File: src/rtl/tilt_pkg.sv
// tilt_pkg -- shared definitions for the tilt debounce array.
//   deb_state_t : per-channel debounce FSM states
//   MODE_*      : LED mode encodings (2'b11 is folded onto FOLLOW by the top)
//   deb_cnt_w() : debounce counter width, clog2(DEBOUNCE_CYCLES), minimum 1
package tilt_pkg;

  typedef enum logic [1:0] {
    STABLE_LO = 2'd0,
    ARM_HI    = 2'd1,
    STABLE_HI = 2'd2,
    ARM_LO    = 2'd3
  } deb_state_t;

  localparam logic [1:0] MODE_FOLLOW = 2'b00;
  localparam logic [1:0] MODE_TOGGLE = 2'b01;
  localparam logic [1:0] MODE_LATCH  = 2'b10;

  function automatic int deb_cnt_w(input int cycles);
    int w;
    w = $clog2(cycles);
    return (w < 1) ? 1 : w;
  endfunction

endpackage

File: src/rtl/tilt_debounce_ch.sv
// tilt_debounce_ch -- one ball-switch channel: 2-flop synchronizer followed by
// a four-state debounce FSM.
// Ports:
//   clk, rst     : clock, async active-high reset
//   sensor       : raw asynchronous switch level (high = tilted)
//   tilt_stable  : debounced level, registered
//   tilt_pulse   : one-cycle strobe the cycle after tilt_stable rises
module tilt_debounce_ch
  import tilt_pkg::*;
#(
  parameter int DEBOUNCE_CYCLES = 50000
) (
  input  logic clk,
  input  logic rst,
  input  logic sensor,
  output logic tilt_stable,
  output logic tilt_pulse
);

  localparam int CW = deb_cnt_w(DEBOUNCE_CYCLES);
  // Entering ARM spends one cycle with the counter at 0, so leaving on the
  // edge where the count would reach DEBOUNCE_CYCLES-1 yields a total
  // latency of 2 (sync) + DEBOUNCE_CYCLES.
  localparam logic [CW-1:0] CNT_LAST = CW'(DEBOUNCE_CYCLES - 2);

  logic [1:0]    sync_q;
  logic          synced;
  deb_state_t    state_q, state_d;
  logic [CW-1:0] cnt_q, cnt_d;
  logic          stable_q, stable_d;
  logic          stable_prev_q;
  logic          pulse_q;

  assign synced = sync_q[1];

  always_ff @(posedge clk or posedge rst) begin
    if (rst) begin
      sync_q        <= '0;
      state_q       <= STABLE_LO;
      cnt_q         <= '0;
      stable_q      <= 1'b0;
      stable_prev_q <= 1'b0;
      pulse_q       <= 1'b0;
    end else begin
      sync_q        <= {sync_q[0], sensor};
      state_q       <= state_d;
      cnt_q         <= cnt_d;
      stable_q      <= stable_d;
      stable_prev_q <= stable_q;
      pulse_q       <= stable_q & ~stable_prev_q;
    end
  end

  always_comb begin
    state_d  = state_q;
    cnt_d    = cnt_q;
    stable_d = stable_q;
    case (state_q)
      STABLE_LO: begin
        if (synced) begin
          state_d = ARM_HI;
          cnt_d   = '0;
        end
      end
      ARM_HI: begin
        if (!synced) begin
          state_d = STABLE_LO;
          cnt_d   = '0;
        end else if (cnt_q == CNT_LAST) begin
          state_d  = STABLE_HI;
          cnt_d    = '0;
          stable_d = 1'b1;
        end else begin
          cnt_d = cnt_q + 1'b1;
        end
      end
      STABLE_HI: begin
        if (!synced) begin
          state_d = ARM_LO;
          cnt_d   = '0;
        end
      end
      ARM_LO: begin
        if (synced) begin
          state_d = STABLE_HI;
          cnt_d   = '0;
        end else if (cnt_q == CNT_LAST) begin
          state_d  = STABLE_LO;
          cnt_d    = '0;
          stable_d = 1'b0;
        end else begin
          cnt_d = cnt_q + 1'b1;
        end
      end
      default: begin
        state_d  = STABLE_LO;
        cnt_d    = '0;
        stable_d = 1'b0;
      end
    endcase
  end

  assign tilt_stable = stable_q;
  assign tilt_pulse  = pulse_q;

endmodule

File: src/rtl/tilt_debounce_array.sv
// tilt_debounce_array -- N_CH independent debounced ball-switch channels with
// a shared LED mode and optional per-channel event counters.
// Optional feature: define TILT_EVENT_CNT_EN to build the evt_count port and
// saturating counters; without it, clear only affects LATCH LEDs.
// Ports:
//   clk, rst     : clock, async active-high reset
//   sensor       : raw switch levels, one per channel
//   mode         : 00 FOLLOW, 01 TOGGLE, 10 LATCH, 11 = FOLLOW
//   clear        : sync clear of LATCH LEDs (and counters when built)
//   led          : registered LED drive per channel
//   tilt_stable  : debounced levels
//   tilt_pulse   : one-cycle rise strobes
//   evt_count    : CNT_W-bit count per channel (TILT_EVENT_CNT_EN only)
module tilt_debounce_array
  import tilt_pkg::*;
#(
  parameter int N_CH            = 4,
  parameter int DEBOUNCE_CYCLES = 50000,
  parameter int CNT_W           = 8
) (
  input  logic              clk,
  input  logic              rst,
  input  logic [N_CH-1:0]   sensor,
  input  logic [1:0]        mode,
  input  logic              clear,
  output logic [N_CH-1:0]   led,
  output logic [N_CH-1:0]   tilt_stable,
  output logic [N_CH-1:0]   tilt_pulse
`ifdef TILT_EVENT_CNT_EN
  ,
  output logic [N_CH*CNT_W-1:0] evt_count
`endif
);

  for (genvar i = 0; i < N_CH; i++) begin : g_ch
    tilt_debounce_ch #(
      .DEBOUNCE_CYCLES(DEBOUNCE_CYCLES)
    ) u_ch (
      .clk        (clk),
      .rst        (rst),
      .sensor     (sensor[i]),
      .tilt_stable(tilt_stable[i]),
      .tilt_pulse (tilt_pulse[i])
    );
  end

  // 11 is folded onto FOLLOW up front so 00<->11 is not seen as a mode change.
  logic [1:0] mode_eff;
  logic [1:0] mode_q;

  assign mode_eff = (mode == 2'b11) ? MODE_FOLLOW : mode;

  always_ff @(posedge clk or posedge rst) begin
    if (rst) begin
      mode_q <= MODE_FOLLOW;
      led    <= '0;
    end else begin
      mode_q <= mode_eff;
      if (mode_eff != mode_q) begin
        // Blank every LED for one cycle on a mode switch.
        led <= '0;
      end else begin
        case (mode_q)
          MODE_TOGGLE: led <= led ^ tilt_pulse;
          // A pulse coinciding with clear wins so the event is not lost.
          MODE_LATCH:  led <= clear ? tilt_pulse : (led | tilt_pulse);
          default:     led <= tilt_stable;
        endcase
      end
    end
  end

`ifdef TILT_EVENT_CNT_EN
  for (genvar i = 0; i < N_CH; i++) begin : g_cnt
    logic [CNT_W-1:0] cnt_q;
    always_ff @(posedge clk or posedge rst) begin
      if (rst)
        cnt_q <= '0;
      else if (clear)
        cnt_q <= CNT_W'(tilt_pulse[i]);
      else if (tilt_pulse[i] && (cnt_q != {CNT_W{1'b1}}))
        cnt_q <= cnt_q + 1'b1;
    end
    assign evt_count[i*CNT_W +: CNT_W] = cnt_q;
  end
`endif

endmodule

File: config.mk
export PLATFORM = sky130hd
export DESIGN_NAME = tilt_debounce_array
export DESIGN_NICKNAME = d
export VERILOG_FILES = /design/src/rtl/tilt_pkg.sv /design/src/rtl/tilt_debounce_ch.sv /design/src/rtl/tilt_debounce_array.sv
export SDC_FILE = /design/constraint.sdc
export NUM_CORES = 1
export LEC_CHECK = 0
export CAP_MARGIN = 0
export CORE_AREA = 5 5 100 102
export CTS_BUF_LIST = sky130_fd_sc_hd__clkbuf_8
export CTS_CLUSTER_SIZE = 20
export DETAILED_ROUTE_END_ITERATION = 16
export DIE_AREA = 0 0 105 107
export PLACE_DENSITY = 0.81
export RECOVER_POWER = 25
export SYNTH_ARGS = -nofsm -noshare
export SYNTH_HDL_FRONTEND = slang
export SYNTH_HIERARCHICAL = 1
export SYNTH_SLANG_ARGS = --single-unit
File: constraint.sdc
create_clock -name clk -period 2.2 [get_ports clk]
set_input_delay 0.55 -clock clk [delete_from_list [all_inputs] [get_ports clk]]
set_output_delay 0.55 -clock clk [all_outputs]
set_load 0.005 [all_outputs]
==> impl_metrics.csv <==
group,metric,value,unit
run_status,outcome,"finished clean",
yosys,synth_mux_area_share,1.37,%
final_layout,drive_gt1_share,9.27,%
yosys,synth_xor_xnor_area_share,3.21,%
critical_path,cp.depth,5,
critical_path,crit_end,"g_ch[1].u_ch/cnt_q[5]$_DFFE_PP0P_",
yosys,synth_edf_count,0,
global_routing,grt_pass1_wl,19.9,mm
yosys,synthArstFlopShare,100,%
global_routing,grt_pass1_vias,4207,
yosys,synth_top_cell_area_share,44.9,%
sta,period_minus_slack,2080,ps
critical_path,crit_chain,"or4b_1 > nor4_4 > buf_4 > or2_1 > o211ai_1",
global_routing,grt_usage,21.1,%
cts,post_cts_buffers,0,
cts,cts_root_buf,"clkbuf_8",
critical_path,reg2regPathDepth,5,
routing,vias,4414,
routing,wl_per_cell,16.0,µm
sta,fmax,480,MHz
yosys,synth-compound-area-share,15.3,%
critical_path,max_stage_delay,570,ps
final_layout,syn_to_final_growth,9.71,%
power_and_ir_drop,p_leak,2.48,nW
cts,clockBufferDepth,2,
power_and_ir_drop,p_per_area,729,nW/µm²
critical_path,cp-start-kind,"register",
sta,hold_viol,0,
routing,drt_pre_antenna_iters,4,
sta,setup_tns,0,ps
sta,worst_pin_slew,1200,ps
final_layout,final_cell_mix,"dfrtp_1, nand2_1, inv_1",
power_and_ir_drop,power.total,0.00437,W
critical_path,cp.required,2440,ps
yosys,synth_nets,586,
yosys,synth-simple-area-share,27.3,%
floorplanning,io_pins,21,
sta,rsz0062_at_grt,"no",
cts,htreeDepth,3,
cts,clk_pin_slew,100,ps
sta,clock-skew-final,12.9,ps
routing,drt_iter0_markers,174,
yosys,avgSynthCellArea,9.70,µm²
sta,final_max_slew_viol_count,0,
critical_path,cp.arrival,2320,ps
final_layout,final_common_cell,"dfrtp_1",
global_routing,gr-total-overflow,0,
sta,fin_crit_sh,94.7,%
yosys,yosysWarnings,6,
yosys,synth_top_family_by_area,"simple AND/OR/NAND/NOR gates",
cts,cts_resized,0,
hold_path,min_path_type,"register to register",
global_routing,antenna_found_initial,1,
routing,viasPerCell,6.26,
place,place.gp.congestion,0.877,
critical_path,worstReg2RegEnd,"g_ch[1].u_ch/cnt_q[5]$_DFFE_PP0P_",
floorplanning,core,9020,µm²
yosys,ys_top_cells_by_area,"dfrtp_1, nand2_1, ha_1",
sta,setup_violations,0,
routing,drc,0,
yosys,yosys.area_share.adder,3.21,%
place,dp_hpwl,8.09,mm
critical_path,r2r_slack,120,ps
cts,holdBufCountCts,0,
yosys,netlist-cell-type-count,69,
sta,slew_headroom,19.9,%
yosys,yosysTopAreaCell,"dfrtp_1",
final_layout,nets,611,
job,drv_cap,0,
critical_path,path_buf_inv,1,
floorplanning,die_h,107,µm
yosys,yosysSeqAreaShare,44.9,%
global_routing,grt_max_degree,24,
yosys,netlist_area,5460,µm²
critical_path,critPathTopFamily,"simple AND/OR/NAND/NOR gates",
cts,cts_sinks,98,
yosys,ys_ff_latch,98,
routing,routed_wl,11.3,mm
floorplanning,start_util,60.5,%
cts,cts_inserted_buffers,9,
power_and_ir_drop,vdd_ir_drop_max,0.397,mV
critical_path,path_max_fanout,14,
critical_path,r2r-start,"g_ch[1].u_ch/cnt_q[5]$_DFFE_PP0P_",
critical_path,slowest_stage,"or4b_1",
floorplanning,die-area,11200,µm²
cts,clk_latency,370,ps
cts,cts_tree,"done",
floorplanning,die_w,105,µm
yosys,synthFlopType,"dfrtp_1",
routing,ant_nets,0,
floorplanning,rows,35,
critical_path,critPathCaptureType,"register",
yosys,netlist_instances,563,
critical_path,worst-setup-path-type,"register to register",
critical_path,startpoint,"g_ch[1].u_ch/cnt_q[5]$_DFFE_PP0P_",
place,io_buffers,20,
[metal layers]
metal  wire (µm)  vias up  GRT usage [%]
li1            -     2141              -
met4         133        0           5.75
met1        5230     2171           28.9
met2        5500       89           34.7
met5           0        -              0
met3         425       13           3.61
[Yosys cell counts (8+ instances only)]
cell and count:
nand2_1 51, o21ai_1 11, o21ai_0 23, xor2_1 16
and3_1 10, nand4_1 21, nor3_1 15, inv_1 34
o211ai_1 8, dfrtp_1 98, a21oi_1 18, a31oi_1 13
nand3_1 29, or3_1 10, or4_1 13, ha_1 14
and2_1 13, o31ai_1 14, nor2_1 24
[registers in the layout (all words and copies together), names as in the netlist, named ones only]
signal and flops:
g_ch.u_ch/cnt_q 64, g_ch.u_ch/stable_prev_q 4, g_ch.u_ch/state_q 4, g_ch.u_ch/sync_q 8, g_ch.u_ch/tilt_pulse 4, g_ch.u_ch/tilt_stable 4, led 4, mode_q 2
[through the flow]
| step | util (%) | area [µm²] | hold WS, ps | cells | setup WS, ps |
|---|---|---|---|---|---|
| global placement | 64.1 | 5790 | 333 | 688 | 229 |
| CTS | 66.5 | 6000 | 358 | 704 | 131 |
| finish | 66.4 | 5990 | 356 | 705 | 117 |
| detailed placement | 64.1 | 5790 | 337 | 688 | 164 |
| floorplan | - | 5460 | 331 | 563 | 262 |
| global route | 66.4 | 5990 | 374 | 705 | 17.9 |
[report_power, final]
group	leakage, nW	internal, W	switching (W)	total [W]
Sequential	1.33	0.00192	0.000216	0.00213
Combinational	1.05	0.000335	0.000673	0.00101
Clock	0.103	0.000569	0.000657	0.00123
Total	2.48	0.00282	0.00155	0.00437
[layout make-up]
type | count | area, µm²
Inverter | 34 | 128
Tap cell | 111 | 139
Antenna cell | 1 | 2.50
Timing Repair Buffer | 35 | 307
Multi-Input combinational cell | 410 | 2750
Sequential cell | 98 | 2450
Fill cell | 704 | 3030
Clock inverter | 6 | 72.6
Clock buffer | 10 | 138
[how the worst min path moves through the flow]
stage                                           from                               end  cells past startpoint
global route        g_ch[1].u_ch/sync_q[0]$_DFF_PP0_  g_ch[1].u_ch/sync_q[1]$_DFF_PP0_                      0
global placement    g_ch[1].u_ch/sync_q[0]$_DFF_PP0_  g_ch[1].u_ch/sync_q[1]$_DFF_PP0_                      0
floorplan           g_ch[0].u_ch/sync_q[0]$_DFF_PP0_  g_ch[0].u_ch/sync_q[1]$_DFF_PP0_                      0
finish              g_ch[1].u_ch/sync_q[0]$_DFF_PP0_  g_ch[1].u_ch/sync_q[1]$_DFF_PP0_                      0
detailed placement  g_ch[1].u_ch/sync_q[0]$_DFF_PP0_  g_ch[1].u_ch/sync_q[1]$_DFF_PP0_                      0
CTS                 g_ch[1].u_ch/sync_q[0]$_DFF_PP0_  g_ch[1].u_ch/sync_q[1]$_DFF_PP0_                      0
[cells by family after synthesis]
kind of cell / Yosys count
AOI/OAI and AO/OA: 123
adders and majority gates: 14
xor gates and xnor gates: 20
muxes: 7
DFF: 98
buffers and inverters: 55
and+or+nand+nor: 246
Power figures use the tool's default switching activity.
